<file path="src/rtl/counter_compare_monitor.sv">
// counter_compare_monitor
// Samples the behavioural and synthesized 4-bit counter outputs every clock,
// compares them one cycle later and keeps first-failure capture plus
// saturating error and RCO event statistics for scoring a regression run.
module counter_compare_monitor #(
  parameter int WIDTH         = 4,
  parameter int SETTLE_CYCLES = 2,
  parameter int ERR_CNT_W     = 8
) (
  input  logic                 clk,
  input  logic                 RESET,
  input  logic [WIDTH-1:0]     Q,
  input  logic                 RCO,
  input  logic                 LOAD,
  input  logic [WIDTH-1:0]     syn_Q,
  input  logic                 syn_RCO,
  input  logic                 syn_LOAD,
  output logic                 MISMATCH,
  output logic                 FAIL,
  output logic [ERR_CNT_W-1:0] ERR_COUNT,
  output logic [15:0]          FIRST_ERR_CYCLE,
  output logic [WIDTH-1:0]     FIRST_Q,
  output logic [WIDTH-1:0]     FIRST_SYN_Q,
  output logic [7:0]           RCO_COUNT,
  output logic [7:0]           SYN_RCO_COUNT,
  output logic [1:0]           STATE
);

  typedef enum logic [1:0] {
    IDLE   = 2'd0,
    SETTLE = 2'd1,
    CHECK  = 2'd2,
    FAILED = 2'd3
  } state_t;

  // Settle counter value on which the last ignored sample is evaluated.
  localparam logic [3:0] SETTLE_LAST = (SETTLE_CYCLES == 0) ? 4'd0 : 4'(SETTLE_CYCLES - 1);

  state_t           state, state_nxt;
  logic [3:0]       settle_cnt, settle_cnt_nxt;

  logic [WIDTH-1:0] s_q_p0, s_syn_q_p0;
  logic             s_rco_p0, s_syn_rco_p0, s_load_p0, s_syn_load_p0;
  logic [15:0]      s_idx_p0;
  logic [15:0]      idx_nxt;

  logic             neq;
  logic             checking;

  function automatic logic [15:0] sat_inc16(input logic [15:0] v);
    return (v == 16'hFFFF) ? v : v + 16'd1;
  endfunction

  function automatic logic [ERR_CNT_W-1:0] sat_inc_err(input logic [ERR_CNT_W-1:0] v);
    return (v == {ERR_CNT_W{1'b1}}) ? v : v + ERR_CNT_W'(1);
  endfunction

  // ---- stage p0: capture both models' outputs and tag with the sample index
  // Register the six model inputs and the index of the sample they belong to.
  always_ff @(posedge clk) begin
    if (RESET) begin
      s_q_p0        <= '0;
      s_syn_q_p0    <= '0;
      s_rco_p0      <= 1'b0;
      s_syn_rco_p0  <= 1'b0;
      s_load_p0     <= 1'b0;
      s_syn_load_p0 <= 1'b0;
      s_idx_p0      <= 16'd0;
      idx_nxt       <= 16'd0;
    end else begin
      s_q_p0        <= Q;
      s_syn_q_p0    <= syn_Q;
      s_rco_p0      <= RCO;
      s_syn_rco_p0  <= syn_RCO;
      s_load_p0     <= LOAD;
      s_syn_load_p0 <= syn_LOAD;
      s_idx_p0      <= idx_nxt;
      idx_nxt       <= sat_inc16(idx_nxt);
    end
  end

  // Case-inequality so unknown values on either model are treated as divergence.
  assign neq      = (s_q_p0 !== s_syn_q_p0) || (s_rco_p0 !== s_syn_rco_p0) ||
                    (s_load_p0 !== s_syn_load_p0);
  assign checking = (state == CHECK) || (state == FAILED);

  // Next-state logic: settle window, then checking until the first divergence.
  always_comb begin
    state_nxt      = state;
    settle_cnt_nxt = settle_cnt;
    case (state)
      IDLE: begin
        settle_cnt_nxt = 4'd0;
        state_nxt      = (SETTLE_CYCLES == 0) ? CHECK : SETTLE;
      end
      SETTLE: begin
        if (settle_cnt == SETTLE_LAST) state_nxt = CHECK;
        else settle_cnt_nxt = settle_cnt + 4'd1;
      end
      CHECK:   if (neq) state_nxt = FAILED;
      FAILED:  state_nxt = FAILED;
      default: state_nxt = IDLE;
    endcase
  end

  // State register.
  always_ff @(posedge clk) begin
    if (RESET) begin
      state      <= IDLE;
      settle_cnt <= 4'd0;
    end else begin
      state      <= state_nxt;
      settle_cnt <= settle_cnt_nxt;
    end
  end

  // ---- stage p1: registered compare result, first-failure capture and statistics
  // Score the previous sample: pulse, sticky fail, counters and first-failure snapshot.
  always_ff @(posedge clk) begin
    if (RESET) begin
      MISMATCH        <= 1'b0;
      FAIL            <= 1'b0;
      ERR_COUNT       <= '0;
      FIRST_ERR_CYCLE <= 16'd0;
      FIRST_Q         <= '0;
      FIRST_SYN_Q     <= '0;
      RCO_COUNT       <= 8'd0;
      SYN_RCO_COUNT   <= 8'd0;
    end else begin
      MISMATCH <= checking && neq;
      if (checking && neq) begin
        FAIL      <= 1'b1;
        ERR_COUNT <= sat_inc_err(ERR_COUNT);
        if (state == CHECK) begin
          FIRST_ERR_CYCLE <= s_idx_p0;
          FIRST_Q         <= s_q_p0;
          FIRST_SYN_Q     <= s_syn_q_p0;
        end
      end
      if (checking && s_rco_p0)     RCO_COUNT     <= RCO_COUNT + 8'd1;
      if (checking && s_syn_rco_p0) SYN_RCO_COUNT <= SYN_RCO_COUNT + 8'd1;
    end
  end

  assign STATE = state;

endmodule

</file>
<file path="config.mk">
export PLATFORM = sky130hd
export DESIGN_NAME = counter_compare_monitor
export DESIGN_NICKNAME = d
export VERILOG_FILES = /design/src/rtl/counter_compare_monitor.sv
export SDC_FILE = /design/constraint.sdc
export NUM_CORES = 1
export LEC_CHECK = 0
export CORE_MARGIN = 2
export CORE_UTILIZATION = 56
export DETAILED_ROUTE_END_ITERATION = 6
export GPL_TIMING_DRIVEN = 0
export MAX_ROUTING_LAYER = met4
export PLACE_DENSITY = 0.88
export SLEW_MARGIN = 20
export SYNTH_ARGS = -nofsm -noshare
export SYNTH_HDL_FRONTEND = slang
export SYNTH_SLANG_ARGS = --single-unit
</file>
<file path="constraint.sdc">
create_clock -name clk -period 3.85 [get_ports clk]
set_input_delay 0.77 -clock clk [delete_from_list [all_inputs] [get_ports clk]]
set_output_delay 0.77 -clock clk [all_outputs]
set_load 0.03 [all_outputs]
</file>
== Yosys cells after proc, flatten, opt, wreduce, memory -nomap -nowiden ==
Cells that the tools add are included.

* Muxes and demuxes: 5
* Bitwise logic cells: 1
* Eq/ne operators: 12
* Reductions and logical operators: 12
* Add/sub/neg operators: 5

{| class="wikitable"
|+ Operator list
! cell !! number
|-
| $add A8 B1 Y8 const B || 3
|-
| $add A16 B1 Y16 const B || 1
|-
| $eq A16 B16 Y1 const B || 1
|-
| $eq A8 B8 Y1 const B || 1
|-
| $pmux W2 S4 || 1
|-
| $pmux W4 S2 || 1
|-
| $reduce_and A2 Y1 || 4
|-
| $ne A2 B2 Y1 const B || 3
|-
| $add A4 B1 Y4 const B || 1
|-
| $eq A2 B2 Y1 const B || 2
|-
| $eq A4 B1 Y1 const B || 1
|-
| $mux W2 || 2
|-
| $mux W4 || 1
|-
| $nex A4 B4 Y1 || 1
|-
| $logic_and A1 B1 Y1 || 3
|-
| $logic_or A1 B1 Y1 || 3
|-
| $eq A2 B1 Y1 const B || 1
|-
| $logic_not A2 Y1 || 1
|-
| $nex A1 B1 Y1 || 2
|-
| $reduce_bool A2 Y1 || 1
|-
| $not A1 Y1 || 1
|}

* Flip-flop bits (word level): 100
* Output and inout port bits: 52

== Longest topological paths before layout ==
* Depth after elaboration: 5
* Mapped depth: 7

== Worst setup path after synthesis ==
OpenSTA, ideal clock, no wires.

* Path type: input-to-reg
* From: in RESET
* To: reg FIRST_Q[0]
* Library setup time: 0.128 ns
* Stages on the path: 4
* Required time: 3.722 ns
* Setup slack: 2.060 ns
* Arrival: 1.663 ns
* Path through: clkbuf_1 -> buf_1 -> clkbuf_1 -> nor2_1

{| class="wikitable"
|+ RTL lines
! what !! RTL line !! RTL
|-
| start: declaration || 11 || <nowiki>input logic RESET,</nowiki>
|-
| end signal: assignment || 136 || <nowiki>FIRST_Q <= s_q_p0;</nowiki>
|-
| end: declaration || 22 || <nowiki>output logic [WIDTH-1:0] FIRST_Q,</nowiki>
|}

No word-level cell between the ends.

== Worst setup path in the final report ==
* From: reg ERR_COUNT[2]
* To: out ERR_COUNT[2]

{| class="wikitable"
|+ RTL lines
! what !! RTL line !! RTL
|-
| start: declaration || 20 || <nowiki>output logic [ERR_CNT_W-1:0] ERR_COUNT,</nowiki>
|-
| start signal: assignment || 133 || <nowiki>ERR_COUNT <= sat_inc_err(ERR_COUNT);</nowiki>
|}

No word-level cell between the ends.

==> impl_metrics.py <==
metrics = {
    "sta": {
        "finalClockSkew_ps": 11.2,
        "slew_headroom_pct": 61.3,
        "period_minus_slack_ps": 2270,
        "setup-tns-final_ps": 0,
        "slew_viol_final": 0,
        "setup_viol": 0,
        "worst_pin_slew_ps": 581,
        "holdWs_ps": 453,
        "hold_viol": 0,
        "fmaxAchievable_mhz": 441,
        "timing.final.crit_share_pct": 58.9,
        "rsz0062_at_grt": "no",
    },
    "place": {
        "dpl_cell_area_mm2": 0.00459,
        "placedCellCount": 545,
        "port_buffers": 64,
        "gp_congestion": 0.840,
        "dp_hpwl_um": 5770,
    },
    "layout": {
        "finish.utilization_pct": 71.0,
        "num-fill-cells": 491,
        "diodes": 0,
        "layout.nets": 496,
        "final_cell_area_mm2": 0.00477,
        "fin_cells": 560,
        "syn_to_final_growth_pct": 24.0,
        "multi_input_area_mm2": 0.00173,
        "final_layout_size_suffix_gt1_share_pct": 5.21,
        "regArea_mm2": 0.00200,
    },
    "cts": {
        "clock_sink_count": 100,
        "cts_tree": "yes",
        "clock_latency_ps": 350,
        "cts.hold.buffers_added": 0,
        "clockBufferDepth": 2,
        "postCtsSetupBuffers": 0,
        "cts.reportedPaths.clkPinSlew_ps": 80,
        "post_cts_resized": 0,
        "cts_made_buffers": 9,
        "root_buffer": "clkbuf_8",
        "htree_levels": 3,
    },
    "critical_path": {
        "setup.worst_path.start_class": "flop",
        "worstSetupEndpointType": "primary output",
        "worstPathRequired_ps": 3080,
        "cp_slowest_stage_delay_ps": 720,
        "path_cells": "clkdlybuf4s50_1",
        "r2r_setup_slack_ps": 1960,
        "path_max_fanout": 7,
        "startpoint": "ERR_COUNT[2]$_SDFFE_PP0P_",
        "slowest_stage": "clkdlybuf4s50_1",
        "r2r_start": "STATE[1]$_SDFFE_PP0P_",
        "critPathArrivalTime_ps": 1500,
        "crit_buf_inv": 1,
        "critical_path.endpoint": "ERR_COUNT[2]",
        "crit_cells": 1,
        "reg2regPathDepth": 5,
        "crit_family": "buffers and inverters",
        "path_class": "reg -> out",
        "worst_r2r_endpoint": "RCO_COUNT[7]$_SDFFE_PP0P_",
    },
    "floorplan": {
        "core_mm2": 0.00672,
        "floorplan.die.height_um": 86.9,
        "initial_core_util_pct": 57.2,
        "die_w_um": 86.9,
        "io_pins": 66,
        "row_count": 30,
        "die_area_mm2": 0.00755,
    },
    "detailed_routing": {
        "drt_iter0_markers": 224,
        "via_per_inst": 5.47,
        "first_pass_iters": 4,
        "drt.antenna.violating_nets": 0,
        "wire_per_inst_um": 14.5,
        "num_vias": 3064,
        "drc": 0,
        "wl_um": 8130,
    },
    "yosys": {
        "synth_nets": 421,
        "synthTopCellsByArea": "dfxtp_1 52%, mux2i_1 6.8%, nor2_1 6.5%, nor2b_1 4.9%, xor2_1 3.4%",
        "ys_ff_latch": 100,
        "post_synth_num_cell_types": 44,
        "synth-seq-area-share_pct": 52.0,
        "syn_area_mm2": 0.00385,
        "yosys.area.top_type": "dfxtp_1",
        "synth_top_area_share_pct": 52.0,
        "yosys_warnings": 0,
        "avgSynthCellArea_um2": 9.59,
        "synth_ff_type": "dfxtp_1",
        "synth_edf_count": 0,
        "async_flop_share_pct": 0,
        "synth_cells": 401,
    },
    "grt": {
        "first_global_vias": 2860,
        "grt_max_degree": 15,
        "overflow": 0,
        "grt_first_pass_wirelength_um": 13000,
        "grt_usage_pct": 22.5,
        "grt_antenna_before_repair": 0,
    },
    "power_and_ir_drop": {
        "power_leakage_nw": 1.72,
        "power.share.combinational_pct": 6.6,
        "clkPwrFrac_pct": 34.7,
        "switching_share_pct": 22.2,
        "internal_power_mw": 1.42,
        "power_density_mw_per_mm2": 381,
        "p_switching_uw": 404,
        "p_seq_share_pct": 58.6,
        "vdd_drop_max_mv": 0.286,
    },
    "run": {
        "maxCapViolations": 0,
    },
    "status": {
        "outcome": "completed",
    },
    "hold_path": {
        "min_from": "idx_nxt[7]$_SDFFE_PP0P_",
        "hp-class": "reg -> reg",
    },
}
-- metrics by stage --
step	setup slack, ps	total power [mW]
final	1580	1.82
after global routing	1540	1.89
after CTS	1580	1.83
after detailed placement	1480	1.21
after global placement	1530	1.21
after floorplan	2060	1.16
-- state kept, by name (all words and copies together) (netlist names), 8 cells and up --
name             flops
ERR_COUNT            8
FIRST_ERR_CYCLE     16
RCO_COUNT            8
SYN_RCO_COUNT        8
idx_nxt             16
s_idx_p0            16
-- power groups by stage --
stage | Sequential (mW) | Clock, mW | Combinational (mW)
after detailed placement | 1.09 | 0 | 0.119
after global routing | 1.07 | 0.689 | 0.131
after global placement | 1.09 | 0 | 0.116
after CTS | 1.07 | 0.641 | 0.121
after floorplan | 1.10 | 0 | 0.0650
final | 1.07 | 0.632 | 0.120
-- layout by cell type, fill, tap and decap left out, types with 3 or more instances in the layout --
cell type	instances
or3_1	4
o21ai_0	6
xor2_1	15
nor2_1	67
a31oi_1	3
nand2b_1	3
a211oi_1	4
nor3_1	8
mux2_2	3
buf_1	5
nand2_1	14
clkdlybuf4s50_1	64
inv_1	10
clkbuf_8	10
nor4_1	3
a21oi_1	14
and3_1	5
clkbuf_1	12
mux2i_1	26
ha_1	6
nand4_1	6
or4_1	5
nor2b_1	30
xnor2_1	9
nand3_1	21
dfxtp_1	100
-- final cells by class --
cell class	count	share of cell area (%)
flip-flops and latches	100	42.0
multi-input cells	273	36.2
repair buffers	64	13.4
clock buffers	13	3.12
well taps	80	2.10
plain buffers	18	1.63
inverters	10	0.787
clock inverters	2	0.734
-- worst reg2reg max path, delay by kind of cell (launching register included) --
kind | cells | cell delay, ps
AND/OR/NAND/NOR | 3 | 800
flip-flops | 1 | 420
buffers and inverters | 1 | 380
XOR/XNOR | 1 | 170
-- per-layer routing --
metal  GRT usage, %  vias to the layer above  part of all wire, %
li1               -                     1523                    -
met3           3.13                       10                  5.6
met2           36.7                      100                   49
met5              -                        -                    0
met1           29.1                     1431                   45
met4           7.10                        0                  1.2
-- worst min-delay path by stage --
stage,cells past startpoint,slack [ps],end
after floorplan,1,430,idx_nxt[7]$_SDFFE_PP0P_
after global placement,1,440,idx_nxt[7]$_SDFFE_PP0P_
after detailed placement,1,440,idx_nxt[7]$_SDFFE_PP0P_
after CTS,1,450,idx_nxt[7]$_SDFFE_PP0P_
after global routing,1,470,idx_nxt[7]$_SDFFE_PP0P_
final,1,450,idx_nxt[7]$_SDFFE_PP0P_
-- logic make-up after synthesis --
family	Yosys count	synth area share, %
flops	100	52.0
fa+ha+maj	6	1.95
mux	29	7.64
buf+inv	28	2.99
compound gates	38	6.38
xor+xnor	24	5.47
simple gates	176	23.5
-- cells in the mapped netlist (2+ instances only) --
library cell and instances:
buf_2 2, nor4_1 3, nand2_1 14, ha_1 6, dfxtp_1 100, mux2i_1 26, nor2b_1 30, xnor2_1 9
or4_1 5, nand2b_1 3, o31ai_1 2, o41ai_1 2, nor2_1 67, buf_1 5, nor3_1 8, inv_1 10
and2_1 2, and3_1 5, mux2_2 3, a211oi_1 4, nand4_1 6, a21oi_1 14, buf_4 2, xor2_1 15
a31oi_1 3, or3_1 4, clkbuf_1 9, o21ai_0 6, nand3_1 21
No activity file was read; power rests on OpenSTA's default activity.
